<file path="src/rtl/token_req_agent.sv">
// Requester-side endpoint of the token-ring req/ack handshake: queues jobs in a
// small FIFO and holds the grant for each job's beat count, flagging starvation and ack loss.
module token_req_agent #(
    parameter int DEPTH    = 4,
    parameter int LEN_W    = 4,
    parameter int MAX_WAIT = 15
) (
    input  logic                         clk,
    input  logic                         rst,
    input  logic                         job_valid,
    input  logic [LEN_W-1:0]             job_len,
    output logic                         job_ready,
    input  logic                         ack,
    output logic                         req,
    output logic                         busy_beat,
    output logic                         job_done,
    output logic [$clog2(DEPTH+1)-1:0]   level,
    output logic                         starve,
    output logic                         proto_err
);

    localparam int PTR_W = $clog2(DEPTH);
    localparam int LVL_W = $clog2(DEPTH + 1);
    localparam logic [7:0] WAIT_MAX = 8'(MAX_WAIT);

    typedef enum logic [1:0] {IDLE, REQ, OWN, RELEASE} state_t;

    state_t             state;
    logic [LEN_W-1:0]   mem [DEPTH];
    logic [PTR_W-1:0]   wr_ptr;
    logic [PTR_W-1:0]   rd_ptr;
    logic [LEN_W-1:0]   cnt;
    logic [7:0]         wait_cnt;
    logic [LEN_W-1:0]   head_len;
    logic               push;
    logic               pop;

    assign job_ready = (level < LVL_W'(DEPTH));
    assign push      = job_valid && job_ready;
    assign pop       = job_done;
    assign head_len  = mem[rd_ptr];

    assign req       = (state == REQ) || (state == OWN);
    assign busy_beat = (state == OWN);
    assign job_done  = (state == OWN) && (cnt == LEN_W'(1)) && ack;

    // NOTE: the job storage has no reset; entries are only read after being
    // written, and leaving them out of reset keeps them plain RAM.
    always_ff @(posedge clk) begin
        if (push) begin
            mem[wr_ptr] <= job_len;
        end
    end

    // NOTE: all state is updated with non-blocking assignments so every
    // register samples pre-edge values regardless of statement order.
    always_ff @(posedge clk) begin
        if (rst) begin
            wr_ptr <= '0;
            rd_ptr <= '0;
            level  <= '0;
        end else begin
            if (push) wr_ptr <= wr_ptr + PTR_W'(1);
            if (pop)  rd_ptr <= rd_ptr + PTR_W'(1);
            if (push && !pop)      level <= level + LVL_W'(1);
            else if (pop && !push) level <= level - LVL_W'(1);
        end
    end

    always_ff @(posedge clk) begin
        if (rst) begin
            state     <= IDLE;
            cnt       <= '0;
            wait_cnt  <= '0;
            starve    <= 1'b0;
            proto_err <= 1'b0;
        end else begin
            unique case (state)
                IDLE: begin
                    if (level != '0) state <= REQ;
                end
                REQ: begin
                    if (ack) begin
                        state    <= OWN;
                        wait_cnt <= '0;
                        // A non-zero count is a job resumed after lost ack.
                        if (cnt == '0) cnt <= (head_len == '0) ? LEN_W'(1) : head_len;
                    end else begin
                        if (wait_cnt < WAIT_MAX)              wait_cnt <= wait_cnt + 8'd1;
                        if (wait_cnt >= WAIT_MAX - 8'd1)      starve   <= 1'b1;
                    end
                end
                OWN: begin
                    if (!ack) begin
                        proto_err <= 1'b1;
                        state     <= REQ;
                    end else if (cnt == LEN_W'(1)) begin
                        cnt   <= '0;
                        state <= RELEASE;
                    end else begin
                        cnt <= cnt - LEN_W'(1);
                    end
                end
                RELEASE: begin
                    if (!ack) state <= IDLE;
                end
                default: state <= IDLE;
            endcase
        end
    end

endmodule
</file>
<file path="config.mk">
export PLATFORM = sky130hd
export DESIGN_NAME = token_req_agent
export DESIGN_NICKNAME = d
export VERILOG_FILES = /design/src/rtl/token_req_agent.sv
export SDC_FILE = /design/constraint.sdc
export NUM_CORES = 1
export LEC_CHECK = 0
export CAP_MARGIN = 30
export CORE_MARGIN = 5
export CORE_UTILIZATION = 45
export CTS_CLUSTER_DIAMETER = 150
export DETAILED_ROUTE_END_ITERATION = 10
export PLACE_DENSITY = 0.69
export REMOVE_ABC_BUFFERS = 1
export SLEW_MARGIN = 20
export SYNTH_ARGS = -nofsm -noshare
export SYNTH_HDL_FRONTEND = slang
export SYNTH_SLANG_ARGS = --single-unit
</file>
<file path="constraint.sdc">
create_clock -name clk -period 7 [get_ports clk]
set_clock_uncertainty 0.2 [all_clocks]
set_input_delay 1.4 -clock clk [delete_from_list [all_inputs] [get_ports clk]]
set_output_delay 1.4 -clock clk [all_outputs]
set_load 0.02 [all_outputs]
</file>
### Yosys cells after proc, flatten, opt, wreduce, memory -nomap -nowiden

Memories as Yosys holds them, arrays and structs flattened. A register that Yosys moved wholly into a read port is not among the register bits.
Cells that the tools add are included.

| storage, ports and cells | value |
|---|---|
| output and inout port bits | 9 |
| memory bits (writable) | 16 |
| logic and storage cells | 69 |
| bits in registers | 23 |
| memories | 1 |

Memories:

| memory | words | width | rd ports | clocked after Yosys merged registers in | write ports | RTL line | RTL |
|---|---|---|---|---|---|---|---|
| mem | 4 | 4 | 1 | 1 | 1 | 29 | `logic [LEN_W-1:0] mem [DEPTH];` |

| operators by class | value |
|---|---|
| reduce and logical (&&, ||, !) cells | 20 |
| mux-type cells | 20 |
| bitwise gates (word level) | 1 |
| $lt $le $gt $ge | 3 |
| eq/ne operators | 10 |
| add/subtract/negate cells | 6 |

Operators with widths:

| cell | count |
|---|---|
| 4-bit two-way mux | 5 |
| 8-bit two-way mux | 2 |
| 2-bit two-way mux | 7 |
| 8-bit by 1-bit adder with 8-bit output (second input constant) | 1 |
| 8-bit by 4-bit greater-or-equal comparator with 1-bit output (second input constant) | 1 |
| 4-bit zero test | 2 |
| 8-bit by 4-bit < comparator with 1-bit output (second input constant) | 1 |
| 2-bit inequality test (second input constant) | 4 |
| 2-bit case mux with 4 select lines | 1 |
| 4-bit case mux with 2 select lines | 1 |
| 4-bit AND reduction | 2 |
| 3-bit two-way mux | 2 |
| 2-bit nonzero test | 3 |
| 1-bit logical AND | 5 |
| 2-bit by 1-bit adder with 2-bit output (second input constant) | 2 |
| 2-bit equality test (second input constant) | 2 |
| 4-bit by 1-bit equality test with 1-bit output (second input constant) | 1 |
| 2-bit AND reduction | 2 |
| 4-bit by 1-bit subtractor with 4-bit output (second input constant) | 1 |
| 3-bit by 1-bit adder with 3-bit output (second input constant) | 1 |
| 3-bit < comparator (second input constant) | 1 |
| 3-bit by 2-bit inequality test with 1-bit output (second input constant) | 1 |
| 3-bit AND reduction | 1 |
| 3-bit nonzero test | 1 |
| 8 further kinds | 10 |

### Logic depth before layout (Yosys ltp)

| logic depth | value |
|---|---|
| word-level depth | 6 |
| depth in mapped cells | 10 |
| depth with buffers taken out | 10 |

### Least setup slack after synthesis

OpenSTA, ideal clock, no wires.

| path | value |
|---|---|
| kind | input to output |
| from | in ack |
| to | out job_done |
| cell stages on the path | 3 |
| arrival | 1.970 ns |
| data required time | 5.400 ns |
| buffers on the path | 1 |
| slack | 3.430 ns |
| cells stage by stage | clkbuf_1 -> nand3_1 -> inv_1 |

| on the way | value |
|---|---|
| word-level cells in the longest chain between the ends | 1 |

Ends and longest elaborated chain:

| element | RTL line | RTL |
|---|---|---|
| start, declared | 13 | `input logic ack,` |
| 1-bit logical AND | 45 | `assign job_done = (state == OWN) && (cnt == LEN_W'(1)) && ack;` |
| end, declared | 16 | `output logic job_done,` |

Every way passes these cells.

### Worst setup path in the final report

Ends and elaborated chain as after synthesis.

==> reports/results.ini <==
[floorplanning]
die_h_um = 75.8
fp.dieW_um = 75.8
floorplan.io_pins = 17
placementRows = 24
initial_utilization = 0.457
fp.coreArea_mm2 = 0.00426
die_area_mm2 = 0.00574

[worst_setup_path]
arrival_ps = 3090
crit_path_cell_chain = clkdlybuf4s50_1, nand3_1, inv_1, clkdlybuf4s50_1
critPathMostFrequentCell = clkdlybuf4s50_1
endpoint_kind = primary output
critical_path_required_ps = 5400
max_stage_delay_ps = 750
setup.reg_to_reg.worst_slack_ps = 4440
critical_path.max_fanout = 13
crit_slowest_cell = clkdlybuf4s50_1
timing_worst_setup_path_type = in2out
crit_path_start_kind = input pin

[worst_hold_path]
hold_path.class = reg2reg

[clock_tree]
clkTransAtPathRegs_ps = 80
clkLatencyLatePin_ps = 300
max-clock-path-buffers = 2
tritoncts = done
hold_buffers = 0
cts.htree.levels = 2
numClockSinks = 41
tritoncts.num_buffers = 5
cts_setup_buffers = 0
post_cts.resized_instances = 0
cts.root.buffer_cell = clkbuf_8

[timing]
final-setup-viol-count = 0
fmax_mhz = 213
max_slew.worst_pin.slew_ps = 762
timing.final.crit_period_ps = 4690
timing.final.hold_violations = 0
fin_crit_sh = 0.671
setup_total_negative_slack_ps = 0
max-slew-margin-rel = 0.491
drv_slew = 0
setup_repair_after_global_routing_missed_its_margin = no

[finish]
syn_to_final_growth_pct = 17.5
nets = 216
antenna_cells_inserted = 0
layout-drive-gt1-share = 0.0821
final_cell_area_excluding_filler_cells_mm2 = 0.00229
finish.cell_count_without_fillers = 247
mostFrequentLayoutCells = 25 x dfxtp_1, 17 x nor2_1, 16 x clkdlybuf4s50_1, 16 x edfxtp_1, 14 x inv_1
mostFrequentLayoutCell = dfxtp_1

[yosys]
ys.warnings.count = 0
synth_sequential_area_ratio = 0.504
synth.distinct_cells = 43
synth_flop_cell = dfxtp_1
synth-edff-count = 16
synth-seq-cells = 41
asyncSetResetFlopFracSynth = 0
synthCells = 177
synthesis.area_per_instance_um2 = 11.0
netlist_area_mm2 = 0.00195

[grt]
grtUsageTotal = 0.141
first_global_vias = 1335
number_of_antenna_violations_at_the_first_check_in_global_routing = 0
grt_max_degree = 21
overflow_left_after_global_routing = 0
wire_length_of_the_first_global_routing_pass_um = 5950

[pwr]
power.density_cell_area_mw_per_mm2 = 336
leakagePower_nw = 0.850
worst_ir_drop_vdd_mv = 0.174

[routing]
detail_route.iter0.violations = 67
route.detailed.wl_per_inst_um = 14.2
via_count = 1329
drt_drc_violations_left = 0
drt_pre_antenna_iters = 4
postRouteWirelength_um = 3500
drt.antenna.violating_nets = 0
drt-vias-per-instance = 5.38

[outcome]
run_status = finished, final reports clean

[job]
cap_violations = 0

[placed_design]
numPortBuffers = 16
gp_congestion = 0.845
placed_area_mm2 = 0.00215
placed_cells_incl_taps = 239
detailedPlacementHpwl_um = 2630

==> kinds of logic after synthesis <==
logic type               Yosys count  synth area share
AND/OR/NAND/NOR                   56             0.160
flip-flops                        41             0.504
AO/OA/AOI/OAI                     34             0.114
buffers and inverters             20            0.0386
adder cells (fa/ha/maj)           14            0.0938
multiplexers                       7            0.0668
XOR/XNOR                           5            0.0225
==> power breakdown <==
part / total, mW / leakage [nW] / internal (mW) / switching, mW
Sequential: 0.307 / 0.350 / 0.280 / 0.0278
Clock: 0.229 / 0.0687 / 0.144 / 0.0852
Combinational: 0.232 / 0.431 / 0.105 / 0.126
==> cells in the mapped netlist (2+ instances only) <==
| cell type | instances | share of area |
|---|---|---|
| mux4_1 | 2 | 0.027 |
| nand3_1 | 4 | 0.010 |
| nor2_1 | 17 | 0.033 |
| nor3_1 | 5 | 0.013 |
| and2_1 | 6 | 0.019 |
| mux4_2 | 2 | 0.023 |
| o21ai_0 | 6 | 0.015 |
| dfxtp_1 | 25 | 0.26 |
| xor2_1 | 3 | 0.013 |
| edfxtp_1 | 16 | 0.25 |
| clkbuf_1 | 5 | 0.0096 |
| nor2b_1 | 2 | 0.0064 |
| a21o_1 | 2 | 0.0077 |
| a31oi_1 | 2 | 0.0064 |
| xnor2_1 | 2 | 0.0090 |
| mux2_2 | 2 | 0.012 |
| nand4_1 | 2 | 0.0064 |
| inv_1 | 14 | 0.027 |
| a311oi_1 | 2 | 0.0090 |
| ha_1 | 13 | 0.084 |
| o21a_1 | 2 | 0.0077 |
| nand2_1 | 8 | 0.015 |
| or3_1 | 2 | 0.0064 |
| a211oi_1 | 3 | 0.012 |
| a21oi_1 | 12 | 0.031 |
==> path summary, 6_finish.rpt <==
check | start | end | cells past startpoint
max | ack | job_done | 4
min reg2reg | proto_err | proto_err | 2
max reg2reg | cnt[1] | level[2] | 10
min | proto_err | proto_err | 2
==> layer usage <==
layer | wire [um] | vias to the layer above | track usage
li1 | - | 673 | -
met1 | 1440 | 634 | 0.154
met2 | 1880 | 15 | 0.250
met3 | 109 | 7 | 0.0435
met4 | 63 | 0 | 0.0583
met5 | 0 | - | 0
==> state kept, by name (all words and copies together) (netlist names), named ones only <==
signal     flops
cnt            4
level          3
mem           16
proto_err      1
rd_ptr         2
starve         1
state          2
wait_cnt       8
wr_ptr         2
==> metrics by stage <==
step / worst slack, ps / util / hold slack, ps / power [mW]
3_5_place_dp: 2320 / 0.504 / 264 / 0.545
2_1_floorplan: 3730 / - / 280 / 0.470
5_1_grt: 2200 / 0.536 / 319 / 0.815
4_1_cts: 2310 / 0.536 / 284 / 0.776
3_3_place_gp: 2340 / 0.504 / 247 / 0.531
6_report: 2310 / 0.536 / 278 / 0.768
==> worst max-delay path: cells and delay by family <==
kind | cells | cell delay (ps)
buf+inv | 3 | 1510
simple gates | 1 | 190
==> cell type report <==
| class | count | area, um2 |
|---|---|---|
| Tap cell | 52 | 65.1 |
| Clock buffer | 5 | 68.8 |
| Fill cell | 375 | 1980 |
| Timing Repair Buffer | 16 | 160 |
| Inverter | 14 | 52.6 |
| Multi-Input combinational cell | 116 | 891 |
| Sequential cell | 41 | 981 |
| Clock inverter | 3 | 68.8 |
Power figures use the tool's default switching activity.
